[src/rtl/pc_fetch_ctrl.sv]
// Program counter and fetch controller: fetches one instruction over a req/valid
// handshake, issues it for one (possibly stalled) cycle, then resolves B/BR/HLT.
module pc_fetch_ctrl #(
  parameter logic [15:0] RESET_PC = 16'h0000
) (
  input  logic        clk,
  input  logic        rst,
  output logic        imem_req,
  output logic [15:0] imem_addr,
  input  logic        imem_valid,
  input  logic [15:0] imem_data,
  output logic [15:0] instr,
  output logic        instr_valid,
  input  logic        ex_stall,
  input  logic [2:0]  flags,
  input  logic [15:0] rs_data,
  output logic [15:0] pc,
  output logic [15:0] pc_plus2,
  output logic        branch_taken,
  output logic        halted
);

  typedef enum logic [1:0] {
    FETCH = 2'd0,
    EXEC  = 2'd1,
    HALT  = 2'd2
  } state_t;

  localparam logic [3:0] OP_B   = 4'b1100;
  localparam logic [3:0] OP_BR  = 4'b1101;
  localparam logic [3:0] OP_HLT = 4'b1111;

  state_t      state_q, state_d;
  logic [15:0] pc_q, pc_d;
  logic [15:0] instr_q, instr_d;

  logic        flag_v, flag_n, flag_z;
  logic        cond_ok;
  logic [15:0] b_target;

  assign flag_v = flags[2];
  assign flag_n = flags[1];
  assign flag_z = flags[0];

  assign pc_plus2 = pc_q + 16'd2;
  // Word offset: sign-extended 9-bit immediate scaled by 2, added to pc+2.
  assign b_target = pc_plus2 + {{6{instr_q[8]}}, instr_q[8:0], 1'b0};

  always_comb begin
    cond_ok = 1'b0;
    case (instr_q[11:9])
      3'b000:  cond_ok = !flag_z;
      3'b001:  cond_ok = flag_z;
      3'b010:  cond_ok = !flag_z && !flag_n;
      3'b011:  cond_ok = flag_n;
      3'b100:  cond_ok = flag_z || !flag_n;
      3'b101:  cond_ok = flag_n || flag_z;
      3'b110:  cond_ok = flag_v;
      default: cond_ok = 1'b1;
    endcase
  end

  always_ff @(posedge clk or posedge rst) begin
    if (rst) begin
      state_q <= FETCH;
      pc_q    <= RESET_PC;
      instr_q <= 16'h0000;
    end else begin
      state_q <= state_d;
      pc_q    <= pc_d;
      instr_q <= instr_d;
    end
  end

  always_comb begin
    state_d      = state_q;
    pc_d         = pc_q;
    instr_d      = instr_q;
    branch_taken = 1'b0;
    case (state_q)
      FETCH: begin
        if (imem_valid) begin
          instr_d = imem_data;
          state_d = EXEC;
        end
      end
      EXEC: begin
        if (!ex_stall) begin
          state_d = FETCH;
          pc_d    = pc_plus2;
          case (instr_q[15:12])
            OP_B: begin
              if (cond_ok) begin
                pc_d         = b_target;
                branch_taken = 1'b1;
              end
            end
            OP_BR: begin
              if (cond_ok) begin
                pc_d         = rs_data;
                branch_taken = 1'b1;
              end
            end
            OP_HLT: begin
              state_d = HALT;
              pc_d    = pc_q;
            end
            default: ;
          endcase
        end
      end
      HALT:    ;
      default: state_d = FETCH;
    endcase
  end

  assign imem_req    = (state_q == FETCH);
  assign imem_addr   = pc_q;
  assign instr       = instr_q;
  assign instr_valid = (state_q == EXEC);
  assign halted      = (state_q == HALT);
  assign pc          = pc_q;

endmodule
[config.mk]
export PLATFORM = sky130hd
export DESIGN_NAME = pc_fetch_ctrl
export DESIGN_NICKNAME = d
export VERILOG_FILES = /design/src/rtl/pc_fetch_ctrl.sv
export SDC_FILE = /design/constraint.sdc
export NUM_CORES = 1
export LEC_CHECK = 0
export ABC_AREA = 1
export CAP_MARGIN = 0
export CORE_UTILIZATION = 45
export CTS_CLUSTER_SIZE = 28
export DETAILED_ROUTE_END_ITERATION = 16
export GPL_ROUTABILITY_DRIVEN = 0
export GPL_TIMING_DRIVEN = 0
export HOLD_SLACK_MARGIN = 0.05
export PLACE_DENSITY = 0.8
export SLEW_MARGIN = 25
export SYNTH_ARGS = -nofsm -noshare
export SYNTH_HDL_FRONTEND = slang
export SYNTH_SLANG_ARGS = --single-unit
[constraint.sdc]
create_clock -name clk -period 5.4 [get_ports clk]
set_input_delay 1.62 -clock clk [delete_from_list [all_inputs] [get_ports clk]]
set_output_delay 1.62 -clock clk [all_outputs]
set_load 0.01 [all_outputs]
# ---- Word-level counts from Yosys, hierarchy flattened
# Cells that the tools add are included.
dict set report classes {
  add_sub_neg 2
  eq_ne 13
  muxes 12
  n_bitwise 3
  reduce_logical 11
}
# cell n
set op_table {}
lappend op_table {{16-bit one-hot mux with 3 select lines} 1}
lappend op_table {{16-bit two-way mux} 2}
lappend op_table {{16-bit adder} 1}
lappend op_table {{16-bit by 2-bit adder with 16-bit output (second input constant)} 1}
lappend op_table {{4-bit equality test (second input constant)} 3}
lappend op_table {{3-bit equality test (second input constant)} 3}
lappend op_table {{1-bit one-hot mux with 7 select lines} 1}
lappend op_table {{3-bit by 2-bit equality test with 1-bit output (second input constant)} 2}
lappend op_table {{2-bit two-way mux} 3}
lappend op_table {{2-bit one-hot mux with 3 select lines} 1}
lappend op_table {{3-bit AND reduction} 2}
lappend op_table {{1-bit two-way mux} 4}
lappend op_table {{3-bit by 1-bit equality test with 1-bit output (second input constant)} 1}
lappend op_table {{3-bit zero test} 1}
lappend op_table {{1-bit NOT} 3}
lappend op_table {{2-bit by 1-bit equality test with 1-bit output (second input constant)} 1}
lappend op_table {{2-bit equality test (second input constant)} 1}
lappend op_table {{1-bit zero test} 2}
lappend op_table {{2-bit zero test} 1}
lappend op_table {{1-bit logical OR} 2}
lappend op_table {{2-bit by 1-bit inequality test with 1-bit output (second input constant)} 1}
lappend op_table {{2-bit inequality test (second input constant)} 1}
lappend op_table {{2-bit AND reduction} 1}
lappend op_table {{2-bit OR reduction} 1}
lappend op_table {{1-bit logical AND} 1}
dict set report word_totals {
  register_bits 34
  output_inout_bits 68
  wordCells 44
}

# ---- Logic depth before layout (Yosys ltp)
# Gate-level depths: netlist of run 1.
dict set report logic_depth {
  depth_word 7
  mapped_depth 19
  depth_no_buf 19
}

# ---- Least setup slack after synthesis of run 1
# OpenSTA, ideal clock, no wires.
dict set report synth_timing {
  path_type {input to output}
  startpoint {in flags[0]}
  endpoint {out branch_taken}
  arrival_time_ns 2.438
  required_time_ns 3.780
  setup_slack_ns 1.342
  cell_stages 5
  path_buffers 0
  cell_sequence {a21oi_1 -> o21ai_0 -> o21ai_4 -> nand2_2 -> nor2_1}
}
dict set report synth_between {
  elab_chain_cells 7
  word_cells_on_any_way 9
}
# element line_no
set synth_lines {}
lappend synth_lines {{start, declared} 15} ;# input logic [2:0] flags,
lappend synth_lines {{1-bit zero test} {52, 54}}
lappend synth_lines {{1-bit logical AND} 54} ;# 3'b010: cond_ok = !flag_z && !flag_n;
lappend synth_lines {{1-bit one-hot mux with 7 select lines *} 51} ;# case (instr_q[11:9])
lappend synth_lines {{1-bit two-way mux *} {93, 99}}
lappend synth_lines {{1-bit two-way mux *} -}
lappend synth_lines {{1-bit two-way mux *} 88} ;# if (!ex_stall) begin
lappend synth_lines {{1-bit two-way mux *} 80} ;# case (state_q)
lappend synth_lines {{end, declared} 19} ;# output logic branch_taken,
# Mark *: on every way between the ends. The rest lies on a longest branch, timed or not.

# ---- Final worst setup path of run 1
# Same ends and word-level chain as after synthesis.

==> impl_metrics.toml, run 1 <==
[worst_hold_path]
hp-class = "reg2reg"
worstHoldStart = "state_q[0]"

[worst_setup_path]
crit_start = "flags[0]"
crit_type = "in2out"
cp.required_ps = 3780
critPathCaptureType = "output port"
crit_path_cell_trace = "clkdlybuf4s50_1 > a21oi_1 > o21ai_0 > o21ai_4 > nand2_2 > nor2_1 > clkdlybuf4s50_1"
arrival_ps = 3590
crit_family = "buffers and inverters"
slowest_delay_ps = 570
cp-start-kind = "input pin"
cp_max_fo = 9
r2r-start = "imem_addr[1]"
crit_buf_inv = 2
crit_top_cell = "clkdlybuf4s50_1"
cpMaxStageDelayCell = "clkdlybuf4s50_1"

[sta]
finalSetupViolations = 0
rsz0062_at_grt = "false"
final_hold_viol_count = 0
holdWs_ps = 534
tightest_slew_ps = 741
worst_slack_ps = 193
fmax_ghz = 0.192
slew_viol_final = 0
slew_headroom_pct = 50.5
finalSetupTns_ps = 0
clock_skew_ps = 5.02
timing.final.crit_share_pct = 96.4
min_period_ps = 5210

[final_layout]
antenna_cells = 0
num-fill-cells = 558
design_area_um2 = 4250
drive_above_1_share_pct = 12.6
area_growth_pct = 41.8
utilization_pct = 66.5
mostFrequentLayoutCells = "nand2_1, clkdlybuf4s50_1, inv_1, a21oi_1, nor2_1"
final_nets = 598
final_common_cell = "nand2_1"
instances_no_fill = 618

[synth]
synth_warnings = 0
ys_seq_area_share_pct = 28.4
synth_area_um2 = 3000
syn-num-nets = 485
async_flop_share_pct = 100
synth_edf_count = 0
synth_cell_types = 34
syn_avg_cell_area_um2 = 7.02
syn_inst = 427
ys_ff_latch = 34
synth_ff_type = "dfrtp_1"

[grt]
antenna_found_initial = 0
grt_pass1_vias = 2982
grt_pass1_wl_um = 14000
grt.total_usage_pct = 24.8
grt_max_degree = 35
gr-total-overflow = 0

[run]
cap_violations = 0

[clock_tree]
h-tree-depth = 2
cts_setup_buffers = 0
cts_resized = 0
hold_buffers = 0
cts.clk_slew.worst_paths_ps = 70
cts_root_buf = "clkbuf_8"
worstSkewPairLatency_ps = 290
cts_tree = "built"
cts_buffers = 5
clock_sinks = 34
cts_max_path_buffers = 2

[drt]
drt_wl_total_um = 8560
drt_iter0_drc = 215
via_count = 3187
routed_via_density = 5.16
ant_nets = 0
firstDrtPassIters = 8
drc = 0
avgRoutedWirePerCell_um = 13.9

[pwr]
p_leak_nw = 2.22
vdd_drop_max_mv = 0.103
powerDensity_nw_per_um2 = 116
total_power_mw = 0.494

[die]
die_area_um2 = 6990
start_util_pct = 46.9
fp.coreArea_um2 = 6390
rows = 29
die_w_um = 83.6
num_io_pins = 107
dieHeight_um = 83.6

[placed_design]
dp_hpwl_um = 6720
dpl_cell_area_um2 = 4150
port_buffers = 106
dpl.cell_count = 610
post-place-ws_ps = 227

[outcome]
status = "finished clean"
-- flip-flops by register name, indices dropped and copies added (netlist names) --
name	count
imem_addr	16
instr	16
state_q	2
-- final cells by class --
type / instances / area [um2] / share of cell area, %
Inverter: 53 / 199 / 4.68
Clock inverter: 2 / 12.5 / 0.294
Timing Repair Buffer: 106 / 1060 / 25.0
Buffer: 24 / 166 / 3.92
Multi-Input combinational cell: 316 / 1780 / 41.9
Clock buffer: 6 / 82.6 / 1.94
Tap cell: 77 / 96.3 / 2.27
Sequential cell: 34 / 851 / 20.0
-- cell families (layout without fill, tap and decap cells) --
family	Yosys count	count (layout)	synth area share, %
fa+ha+maj	19	19	8.18
buf+inv	77	191	12.2
mux	11	11	4.13
compound gates	70	70	13.2
flops	34	34	28.4
simple gates	202	202	29.1
xor+xnor	14	14	4.84
-- worst paths after layout --
check | depth (start not counted) | slack, ps | to
max | 7 | 190 | branch_taken
min | 1 | 530 | state_q[1]
max reg2reg | 17 | 2420 | imem_addr[14]
min reg2reg | 1 | 530 | state_q[1]
max in group asynchronous | 2 | 3150 | instr[5]
min in group asynchronous | 2 | 1780 | imem_addr[14]
-- metal layers --
| metal | vias up | GRT usage [%] | share of wire (%) |
|---|---|---|---|
| li1 | 1582 | - | - |
| met1 | 1455 | 30.5 | 43 |
| met2 | 132 | 42.2 | 47 |
| met3 | 18 | 5.54 | 7.4 |
| met4 | 0 | 9.55 | 2.9 |
| met5 | - | 0 | 0 |
-- cells in the mapped netlist (2+ instances only) --
cell type / count / area [um2]
nand2_2: 4 / 25.0
dfrtp_1: 34 / 851
nand2_1: 115 / 432
mux2_2: 11 / 124
xor2_1: 5 / 43.8
o22ai_1: 3 / 18.8
buf_4: 17 / 128
inv_1: 51 / 191
nand4_1: 4 / 25.0
clkbuf_1: 2 / 7.51
buf_2: 4 / 20.0
nor2_2: 3 / 18.8
nor2_4: 2 / 22.5
a21oi_2: 6 / 52.6
o21ai_0: 16 / 80.1
nand3_2: 3 / 30.0
nor2_1: 40 / 150
inv_2: 2 / 7.51
ha_1: 18 / 225
nand3_1: 27 / 135
xnor2_1: 6 / 52.6
a21oi_1: 41 / 205
xor2_2: 2 / 32.5
-- worst register-to-register path, stage by stage (launching register included) --
cell	delay, ps
dfrtp_1	470
ha_1	240
nand3_2	130
nor2_4	170
nand2_2	100
xnor2_1	400
ha_1	350
nand2_1	90
inv_1	60
a21oi_1	230
nor2_1	60
nor2_1	130
nand2_1	70
nand2_1	60
nand3_1	100
nand2_1	90
nand2_1	60
a21oi_2	130
-- power breakdown --
part | internal (mW) | switching [mW]
clock network | 0.103 | 0.103
registers | 0.254 | 0
logic | 0.0244 | 0.00997
(Power assumes the default switching activity.)
==> inputs of run 2 (changes only) <==
--- a/config.mk
+++ b/config.mk
@@ -6,7 +6,7 @@
 export NUM_CORES = 1
 export LEC_CHECK = 0
 export ABC_AREA = 1
-export CAP_MARGIN = 0
+export CAP_MARGIN = 25
 export CORE_UTILIZATION = 45
 export CTS_CLUSTER_SIZE = 28
 export DETAILED_ROUTE_END_ITERATION = 16
==> results of run 2 <==
The final DEF is identical to that of run 1; final timing and power are the same.
